File: src/rtl/collision_pkg.sv
// Shared codes, screen constants and FSM states for the collision map probe sequencer.
package collision_pkg;

    localparam int SCREEN_W   = 640;
    localparam int SCREEN_H   = 480;
    localparam int NUM_PROBES = 8;
    localparam int ADDR_W     = 19;

    typedef enum logic [2:0] {
        CODE_EMPTY      = 3'd0,
        CODE_SOLID      = 3'd1,
        CODE_WATER      = 3'd2,
        CODE_LAVA       = 3'd3,
        CODE_GOO        = 3'd4,
        CODE_DOOR_FIRE  = 3'd5,
        CODE_DOOR_WATER = 3'd6,
        CODE_GEM        = 3'd7
    } coll_code_t;

    typedef enum logic [1:0] {
        StIdle,
        StIssue,
        StDrain,
        StFinish
    } probe_state_t;

    function automatic logic [1:0] liquid_rank(input coll_code_t code);
        case (code)
            CODE_GOO:   liquid_rank = 2'd3;
            CODE_LAVA:  liquid_rank = 2'd2;
            CODE_WATER: liquid_rank = 2'd1;
            default:    liquid_rank = 2'd0;
        endcase
    endfunction

    // Keeps whichever liquid is more dangerous; non-liquids never replace anything.
    function automatic coll_code_t merge_hazard(input coll_code_t cur, input coll_code_t code);
        merge_hazard = (liquid_rank(code) > liquid_rank(cur)) ? code : cur;
    endfunction

endpackage

File: src/rtl/probe_addr_gen.sv
// Maps the latched box origin and a probe index to a map address plus an off-screen flag.
module probe_addr_gen
    import collision_pkg::*;
#(
    parameter int BOX_W = 16,
    parameter int BOX_H = 24
) (
    input  logic [9:0]        x,
    input  logic [8:0]        y,
    input  logic [2:0]        idx,
    output logic [ADDR_W-1:0] addr,
    output logic              oob
);

    localparam logic signed [11:0] ScreenW = 12'(SCREEN_W);
    localparam logic signed [11:0] ScreenH = 12'(SCREEN_H);

    logic signed [11:0] dx, dy, px, py;

    always_comb begin
        dx = '0;
        dy = '0;
        case (idx)
            3'd0: begin dx = 12'(0);         dy = 12'(BOX_H);     end
            3'd1: begin dx = 12'(BOX_W - 1); dy = 12'(BOX_H);     end
            3'd2: begin dx = 12'(0);         dy = 12'(-1);        end
            3'd3: begin dx = 12'(BOX_W - 1); dy = 12'(-1);        end
            3'd4: begin dx = 12'(-1);        dy = 12'(BOX_H / 2); end
            3'd5: begin dx = 12'(BOX_W);     dy = 12'(BOX_H / 2); end
            3'd6: begin dx = 12'(BOX_W / 2); dy = 12'(BOX_H);     end
            default: begin dx = 12'(BOX_W / 2); dy = 12'(BOX_H - 1); end
        endcase

        px  = $signed({2'b00, x}) + dx;
        py  = $signed({3'b000, y}) + dy;
        oob = px[11] || (px >= ScreenW) || py[11] || (py >= ScreenH);

        // py*640 as (py<<9)+(py<<7)
        addr = oob ? '0 : ({1'b0, py[8:0], 9'b0} + {3'b000, py[8:0], 7'b0} + {9'b0, px[9:0]});
    end

endmodule

File: src/rtl/collision_probe.sv
// Issues eight collision-map probes around a character box and publishes movement flags.
module collision_probe
    import collision_pkg::*;
#(
    parameter int BOX_W = 16,
    parameter int BOX_H = 24
) (
    input  logic              clock,
    input  logic              reset,
    input  logic              start,
    input  logic [9:0]        pos_x,
    input  logic [8:0]        pos_y,
    output logic [ADDR_W-1:0] rom_addr,
    input  logic [2:0]        rom_q,
    output logic              busy,
    output logic              done,
    output logic              on_ground,
    output logic              hit_ceiling,
    output logic              block_left,
    output logic              block_right,
    output logic [2:0]        hazard
);

    localparam logic [2:0] LastProbe = 3'(NUM_PROBES - 1);

    probe_state_t      state;
    logic [2:0]        idx;
    logic [9:0]        x_q;
    logic [8:0]        y_q;
    logic [ADDR_W-1:0] gen_addr;
    logic              gen_oob;

    // Probe tag pipeline, two stages to line up with the registered ROM read.
    logic       vld_p1, vld_p2, oob_p1, oob_p2;
    logic [2:0] idx_p1, idx_p2;

    logic       ground_q, ceil_q, left_q, right_q;
    logic       ground_d, ceil_d, left_d, right_d;
    coll_code_t hazard_q, hazard_d;
    coll_code_t code;
    logic       solid;

    probe_addr_gen #(
        .BOX_W(BOX_W),
        .BOX_H(BOX_H)
    ) u_addr_gen (
        .x   (x_q),
        .y   (y_q),
        .idx (idx),
        .addr(gen_addr),
        .oob (gen_oob)
    );

    always_comb begin
        code     = oob_p2 ? CODE_SOLID : coll_code_t'(rom_q);
        solid    = (code == CODE_SOLID);
        ground_d = ground_q;
        ceil_d   = ceil_q;
        left_d   = left_q;
        right_d  = right_q;
        hazard_d = hazard_q;
        if (vld_p2) begin
            case (idx_p2)
                3'd0, 3'd1, 3'd6: ground_d = ground_q | solid;
                3'd2, 3'd3:       ceil_d   = ceil_q | solid;
                3'd4:             left_d   = left_q | solid;
                3'd5:             right_d  = right_q | solid;
                default:          ;
            endcase
            if (idx_p2 == 3'd6 || idx_p2 == 3'd7) begin
                hazard_d = merge_hazard(hazard_q, code);
            end
        end
    end

    always_ff @(posedge clock) begin
        if (reset) begin
            state       <= StIdle;
            idx         <= '0;
            x_q         <= '0;
            y_q         <= '0;
            rom_addr    <= '0;
            busy        <= 1'b0;
            done        <= 1'b0;
            vld_p1      <= 1'b0;
            vld_p2      <= 1'b0;
            oob_p1      <= 1'b0;
            oob_p2      <= 1'b0;
            idx_p1      <= '0;
            idx_p2      <= '0;
            ground_q    <= 1'b0;
            ceil_q      <= 1'b0;
            left_q      <= 1'b0;
            right_q     <= 1'b0;
            hazard_q    <= CODE_EMPTY;
            on_ground   <= 1'b0;
            hit_ceiling <= 1'b0;
            block_left  <= 1'b0;
            block_right <= 1'b0;
            hazard      <= CODE_EMPTY;
        end else begin
            done     <= 1'b0;
            vld_p1   <= 1'b0;
            vld_p2   <= vld_p1;
            oob_p2   <= oob_p1;
            idx_p2   <= idx_p1;
            ground_q <= ground_d;
            ceil_q   <= ceil_d;
            left_q   <= left_d;
            right_q  <= right_d;
            hazard_q <= hazard_d;

            unique case (state)
                StIdle: begin
                    // done still high means the result cycle; starts there are dropped
                    if (start && !done) begin
                        state    <= StIssue;
                        x_q      <= pos_x;
                        y_q      <= pos_y;
                        idx      <= '0;
                        busy     <= 1'b1;
                        ground_q <= 1'b0;
                        ceil_q   <= 1'b0;
                        left_q   <= 1'b0;
                        right_q  <= 1'b0;
                        hazard_q <= CODE_EMPTY;
                    end
                end
                StIssue: begin
                    rom_addr <= gen_addr;
                    vld_p1   <= 1'b1;
                    oob_p1   <= gen_oob;
                    idx_p1   <= idx;
                    idx      <= idx + 3'd1;
                    if (idx == LastProbe) begin
                        state <= StDrain;
                    end
                end
                StDrain: begin
                    state <= StFinish;
                end
                StFinish: begin
                    // Last probe lands on this edge, so publish the next-state shadows.
                    done        <= 1'b1;
                    busy        <= 1'b0;
                    on_ground   <= ground_d;
                    hit_ceiling <= ceil_d;
                    block_left  <= left_d;
                    block_right <= right_d;
                    hazard      <= hazard_d;
                    state       <= StIdle;
                end
            endcase
        end
    end

endmodule

File: config.mk
export PLATFORM = sky130hd
export DESIGN_NAME = collision_probe
export DESIGN_NICKNAME = d
export VERILOG_FILES = /design/src/rtl/collision_pkg.sv /design/src/rtl/probe_addr_gen.sv /design/src/rtl/collision_probe.sv
export SDC_FILE = /design/constraint.sdc
export NUM_CORES = 1
export LEC_CHECK = 0
export CAP_MARGIN = 30
export CORE_MARGIN = 2
export CORE_UTILIZATION = 56
export CTS_CLUSTER_DIAMETER = 80
export DETAILED_ROUTE_END_ITERATION = 7
export GPL_TIMING_DRIVEN = 0
export PLACE_DENSITY = 0.85
export SYNTH_ARGS = -nofsm -noshare
export SYNTH_HDL_FRONTEND = slang
export SYNTH_SLANG_ARGS = --single-unit
export TNS_END_PERCENT = 20
File: constraint.sdc
create_clock -name clock -period 5.1 [get_ports clock]
set_input_delay 1.02 -clock clock [delete_from_list [all_inputs] [get_ports clock]]
set_output_delay 1.02 -clock clock [all_outputs]
set_load 0.01 [all_outputs]
After elaboration in Yosys (flattened, before gate mapping)

Cells that the tools add are included.

Register bits: 69
Bits of input ports: 25
Logic and storage cells: 123

Add/sub/neg operators: 5
$lt $le $gt $ge: 3
Equality and inequality tests: 26
Multiplexer cells: 40
Bitwise operators: 4
Reduce and logical (&&, ||, !) cells: 22

Operators with widths:

| cell                 | count |
|---|---|
| $pmux 12 s4          | 1 |
| $pmux 12 s3          | 1 |
| $eq 3x3->1 const B   | 10 |
| $eq 3x2->1 const B   | 8 |
| $mux 3               | 7 |
| $add 18x16->19       | 1 |
| $add 19x10->19       | 1 |
| $mux 1               | 19 |
| $mux 19              | 1 |
| $add 10x12->12       | 1 |
| $add 11x12->12       | 1 |
| $ge 12x10->1 const B | 1 |
| $ge 12x11->1 const B | 1 |
| $mux 2               | 6 |
| $pmux 2 s3           | 2 |
| $reduce_or 2->1      | 5 |
| $eq 3x1->1 const B   | 3 |
| $pmux 2 s4           | 1 |
| $reduce_and 2->1     | 4 |
| $logic_not 3->1      | 2 |
| $pmux 3 s2           | 1 |
| $reduce_or 3->1      | 2 |
| $eq 2x2->1 const B   | 2 |
| $logic_or 1x1->1     | 4 |
| other kinds (10)     | 15 |

Logic depth before layout (Yosys ltp)

Gate-level depths: netlist of run 1.

Depth after elaboration: 11
Gate-level depth with buffers: 24
Gate-level depth less buffers: 23

By module

Synthesis of run 1 repeated with hierarchy kept, for this count alone.

Cell total of the unflattened synthesis: 511
Area, all modules: 4,425.5 um2

Modules (own cells, without submodules):

| module          | instances | cells each | area each (um2) | sequential area each (um2) |
|---|---|---|---|---|
| collision_probe | 1         | 285        | 2,652.5         | 1,381.3 |
| probe_addr_gen  | 1         | 226        | 1,773.0         | 0.0 |

Least setup slack after synthesis of run 1

No wires, ideal clock.

Path type: register to register
From: register idx[1]
To: register rom_addr[17]
Library setup time: 0.096 ns
Arrival: 4.266 ns
Required time: 5.004 ns
Slack: 0.738 ns
Cell stages (with the launch flop): 20
Buffers on the path: 0
Period minus slack after synthesis: 4.362 ns
Cells stage by stage: dfxtp_1 -> inv_1 -> ha_1 -> mux2i_4 -> nand3_1 -> ha_1 -> nand4_1 -> inv_1 -> o211ai_2 -> a22oi_1 -> xnor2_1 -> fa_1 -> ha_1 -> a21oi_1 -> o211ai_1 -> or4_1 -> o311ai_0 -> o21ai_0 -> xnor2_1 -> o41ai_2

Longest elaborated chain between the ends: 9
Elaborated cells between the ends (all ways): 24

RTL lines:

| item                                                                   | RTL line               | text |
|---|---|---|
| start, declared                                                        | collision_probe.sv:27  | `logic [2:0] idx;` |
| start signal, assigned                                                 | collision_probe.sv:134 | `idx <= idx + 3'd1;` |
| parallel branches: the longest is 8 deep, another holds $add 18x16->19 | n/a                    |  |
| $mux 19 *                                                              | probe_addr_gen.sv:39   | `addr = oob ? '0 : ({1'b0, py[8:0], 9'b0} + {3'b000, py[8:0], 7'b0} + {9'b0, px[9:0]});` |
| end signal, assigned                                                   | collision_probe.sv:130 | `rom_addr <= gen_addr;` |
| end, declared                                                          | collision_probe.sv:13  | `output logic [ADDR_W-1:0] rom_addr,` |

Mark *: on every way between the ends.
A chain may end at the register's enable or synchronous reset.

Final worst setup path of run 1

From: register idx[0]
To: register rom_addr[18]

Same word-level chain as after synthesis.

==> out/summary.txt, run 1 <==
Count of warnings emitted by yosys: 0
Average size of a mapped cell: 8.63 µm²
Biggest area contributors in the synthesized netlist: sky130_fd_sc_hd__dfxtp_1, sky130_fd_sc_hd__ha_1, sky130_fd_sc_hd__nand2_1, sky130_fd_sc_hd__a21oi_1, sky130_fd_sc_hd__o41ai_2
Layout cell share with drive strength beyond 1: 8.85%
Worst flop-to-flop path endpoint: rom_addr[18]$_SDFFE_PP0P_
Ranking of synthesized cells by instance count: sky130_fd_sc_hd__nand2_1, sky130_fd_sc_hd__dfxtp_1, sky130_fd_sc_hd__ha_1, sky130_fd_sc_hd__nor2_1, sky130_fd_sc_hd__a21oi_1
Layout overhead on the synthesized area: 20.8%
Slack of the worst reg-to-reg path: 0.34 ns
Cell repeated most along the worst path: sky130_fd_sc_hd__ha_1
Via count normalized by instance count: 5.67
Top-level I/O count: 53
Root buf cell: sky130_fd_sc_hd__clkbuf_8
First-pass iteration count of the detailed router: 4
Final count of pins violating max slew: 0
Critical path fanouts, max: 6
Kind of end point of the critical path: register
Dominant synthesized flop cell: sky130_fd_sc_hd__dfxtp_1
Die Outline Area: 8570 µm²
Avg WL per Cell: 14.7 µm
Startpoint class of the critical path: register
Shortest clock period the worst path allows after layout: 4.76 ns
Post-synth EDFFs: 0
Cell count after placement: 662
Insertion delay of the later-clocked pin in the worst-skew pair: 0.36 ns
Iter 0 DRT Violations: 122
Crit path setup slack, layout: 0.337 ns
RSZ-0062 raised after global routing: yes
Final TNS setup: 0 ns
Timing startpoint of the critical path: idx[0]$_SDFFE_PP0P_
Total Routing Usage GR: 24.1%
Power consumption: 2.53 mW
Final count of hold timing violations: 0
CTS HTree Levels: 3
Gr ovfl total: 0
Origin of the critical flop-to-flop path: idx[0]$_SDFFE_PP0P_
Number of buffers added for setup after CTS: 0
Worst setup path class: reg2reg
Fill cell count: 579
Via count of the first global-routing pass: 3614
Actual slew at the worst max-slew pin: 0.797 ns
Slowest cell on crit path: sky130_fd_sc_hd__dfxtp_1
Post-Syn Area: 4390 µm²
Power density of the placed cells: 477 nW/µm²
Cell taking the most area after synthesis: sky130_fd_sc_hd__dfxtp_1
Destination of the critical timing path: rom_addr[18]$_SDFFE_PP0P_
DRC errors left: 0
Clock transition time at the flip-flop clock pins of the worst setup and hold paths: 0.08 ns
Final Routed Wirelength: 9950 µm
Number of clock sinks seen by CTS: 69
Sequential-to-total area share from yosys stat: 31.4%
Antenna cells: 0
Area fraction of the dominant cell type after synthesis: 31.4%
Worst min-delay path class: reg2reg
Count of input and output buffers: 51
Count of max-cap constraint violations: 0
Final HPWL from detailed placement: 7460 µm
Gate count of the mapped netlist: 509
Critical Path RT: 5.38 ns
Global-route wire length before repair: 16500 µm
Vert. Die Dim: 92.6 µm
Final weighted congestion in routability-driven placement: 0.887
Library cells used by synthesis: 58
Skew final: 0.00934 ns
Path depth of the worst reg2reg path: 23
Timing-limited maximum frequency: 210 MHz
Placeable Area: 7650 µm²
Initial antenna violation count: 0
Count of standard-cell rows: 32
Async set-or-reset flop fraction in the synthesized netlist: 0%
Number of cells in the finished layout apart from fillers: 678
Post-route design area: 5310 µm²
Horizontal die dimension: 92.6 µm
Critical Path Max Stage Delay: 0.44 ns
Cts hold-fix bufs: 0
Vias: 3847
Cell with the most instances after synthesis: sky130_fd_sc_hd__nand2_1
Outcome: finished, final reports clean
Effective utilization at floorplan: 57.5%
Net count after synthesis: 591
Placement Setup Slack: 0.110 ns
Inserted Clock Buffers: 9
Static leakage power: 2.17 nW
Worst-case headroom to the max-slew limit: 46.6%
Arrival time at the worst endpoint: 5.04 ns
CTS tree: done
Post-cts resize count: 0
Pin count of the biggest net entering global routing: 13
Largest vdd supply drop: 0.240 mV
Portion of the clock cycle consumed by the worst path in the final layout: 93.4%
Critical Path, Cell by Cell: ha_1, ha_1, inv_1, a21oi_4, ha_1, ha_2, nor2_1, a211oi_2, o22ai_2, o21bai_1, a21oi_1, xnor2_1, ha_1, ha_1, inv_1, fa_1, nor2b_1, o21ai_0, a21o_1, a31oi_2, a21o_1, nand3_1, o31ai_1
Register bit total from synthesis: 69
Number of nets in the layout: 653
Setup violators final: 0
Number of buffers on the longest clock path: 2
Dpl cell area: 5030 µm²
Number of antenna-violating nets in the routed design: 0
## registers in the layout, indices dropped and copies added (netlist names), 2 cells and up
signal	count
hazard	3
hazard_q	3
idx	3
idx_p1	3
idx_p2	3
rom_addr	19
state	2
x_q	10
y_q	9
## critical path, delay by kind of cell (launching register included)
family,cells,cell delay (ns)
XOR/XNOR,1,0.15
adder cells (fa/ha/maj),7,1.70
AND/OR/NAND/NOR,3,0.31
AO/OA/AOI/OAI,10,1.93
buffers and inverters,2,0.16
flip-flops,1,0.44
## through the flow
step	util (%)	hold WS (ns)
final	69.4	0.457
after global routing	69.4	0.477
after CTS	69.1	0.457
after detailed placement	65.8	0.439
after global placement	65.8	0.431
after floorplan	-	0.414
## cell type report
cell class | instances | area [µm²] | area share (%)
multi-input cells | 387 | 2810 | 53.0
flip-flops and latches | 69 | 1380 | 26.0
repair buffers | 51 | 510 | 9.62
clock buffers | 11 | 141 | 2.66
well taps | 102 | 128 | 2.40
inverters | 33 | 124 | 2.33
clock inverters | 5 | 108 | 2.03
plain buffers | 20 | 104 | 1.96
## metal layers
| metal | global-route usage, % | routed length [µm] |
|---|---|---|
| met5 | 0 | 0 |
| met2 | 41.6 | 4780 |
| met4 | 9.45 | 274 |
| met3 | 5.29 | 492 |
| met1 | 29.2 | 4400 |
## worst min path at each step
stage | cells past startpoint | start | slack [ns] | end
4_1_cts | 2 | rom_addr[4]$_SDFFE_PP0P_ | 0.46 | rom_addr[4]$_SDFFE_PP0P_
3_5_place_dp | 2 | rom_addr[4]$_SDFFE_PP0P_ | 0.44 | rom_addr[4]$_SDFFE_PP0P_
5_1_grt | 1 | vld_p1$_SDFF_PP0_ | 0.48 | vld_p2$_SDFF_PP0_
3_3_place_gp | 1 | vld_p1$_SDFF_PP0_ | 0.43 | vld_p2$_SDFF_PP0_
6_report | 2 | rom_addr[4]$_SDFFE_PP0P_ | 0.46 | rom_addr[4]$_SDFFE_PP0P_
2_1_floorplan | 1 | vld_p1$_SDFF_PP0_ | 0.41 | vld_p2$_SDFF_PP0_
## power breakdown
group          total (mW)  leakage, nW  internal [mW]  switching [mW]
clock network       0.561        0.124          0.340           0.221
registers           0.698        0.562          0.632          0.0661
logic                1.27         1.48          0.556           0.715
## placed cells by master, fill, tap and decap left out, types with 11 or more instances in the layout
cell                              netlist  layout
sky130_fd_sc_hd__dfxtp_1               69      68
sky130_fd_sc_hd__xor2_1                11      11
sky130_fd_sc_hd__ha_1                  54      52
sky130_fd_sc_hd__clkdlybuf4s50_1        0      51
sky130_fd_sc_hd__clkbuf_1              14      15
sky130_fd_sc_hd__o21ai_0               13      12
sky130_fd_sc_hd__o41ai_2               13      13
sky130_fd_sc_hd__nand2_1               77      77
sky130_fd_sc_hd__nor2_1                45      45
sky130_fd_sc_hd__a21oi_1               44      44
sky130_fd_sc_hd__xnor2_1               13      13
sky130_fd_sc_hd__inv_1                 33      33
## logic make-up after synthesis
group | Yosys count | synth area share [%]
AOI/OAI and AO/OA | 131 | 22.9
buffers and inverters | 53 | 5.18
and+or+nand+nor | 167 | 16.9
adders and majority gates | 57 | 16.7
DFF | 69 | 31.4
muxes | 8 | 2.11
xor gates and xnor gates | 24 | 4.78
Power figures use the tool's default switching activity.
==> run 2: changes to the inputs <==
- SLEW_MARGIN: unset -> 40
==> results of run 2 <==
No change in the layout: final DEF, timing and power equal those of run 1.
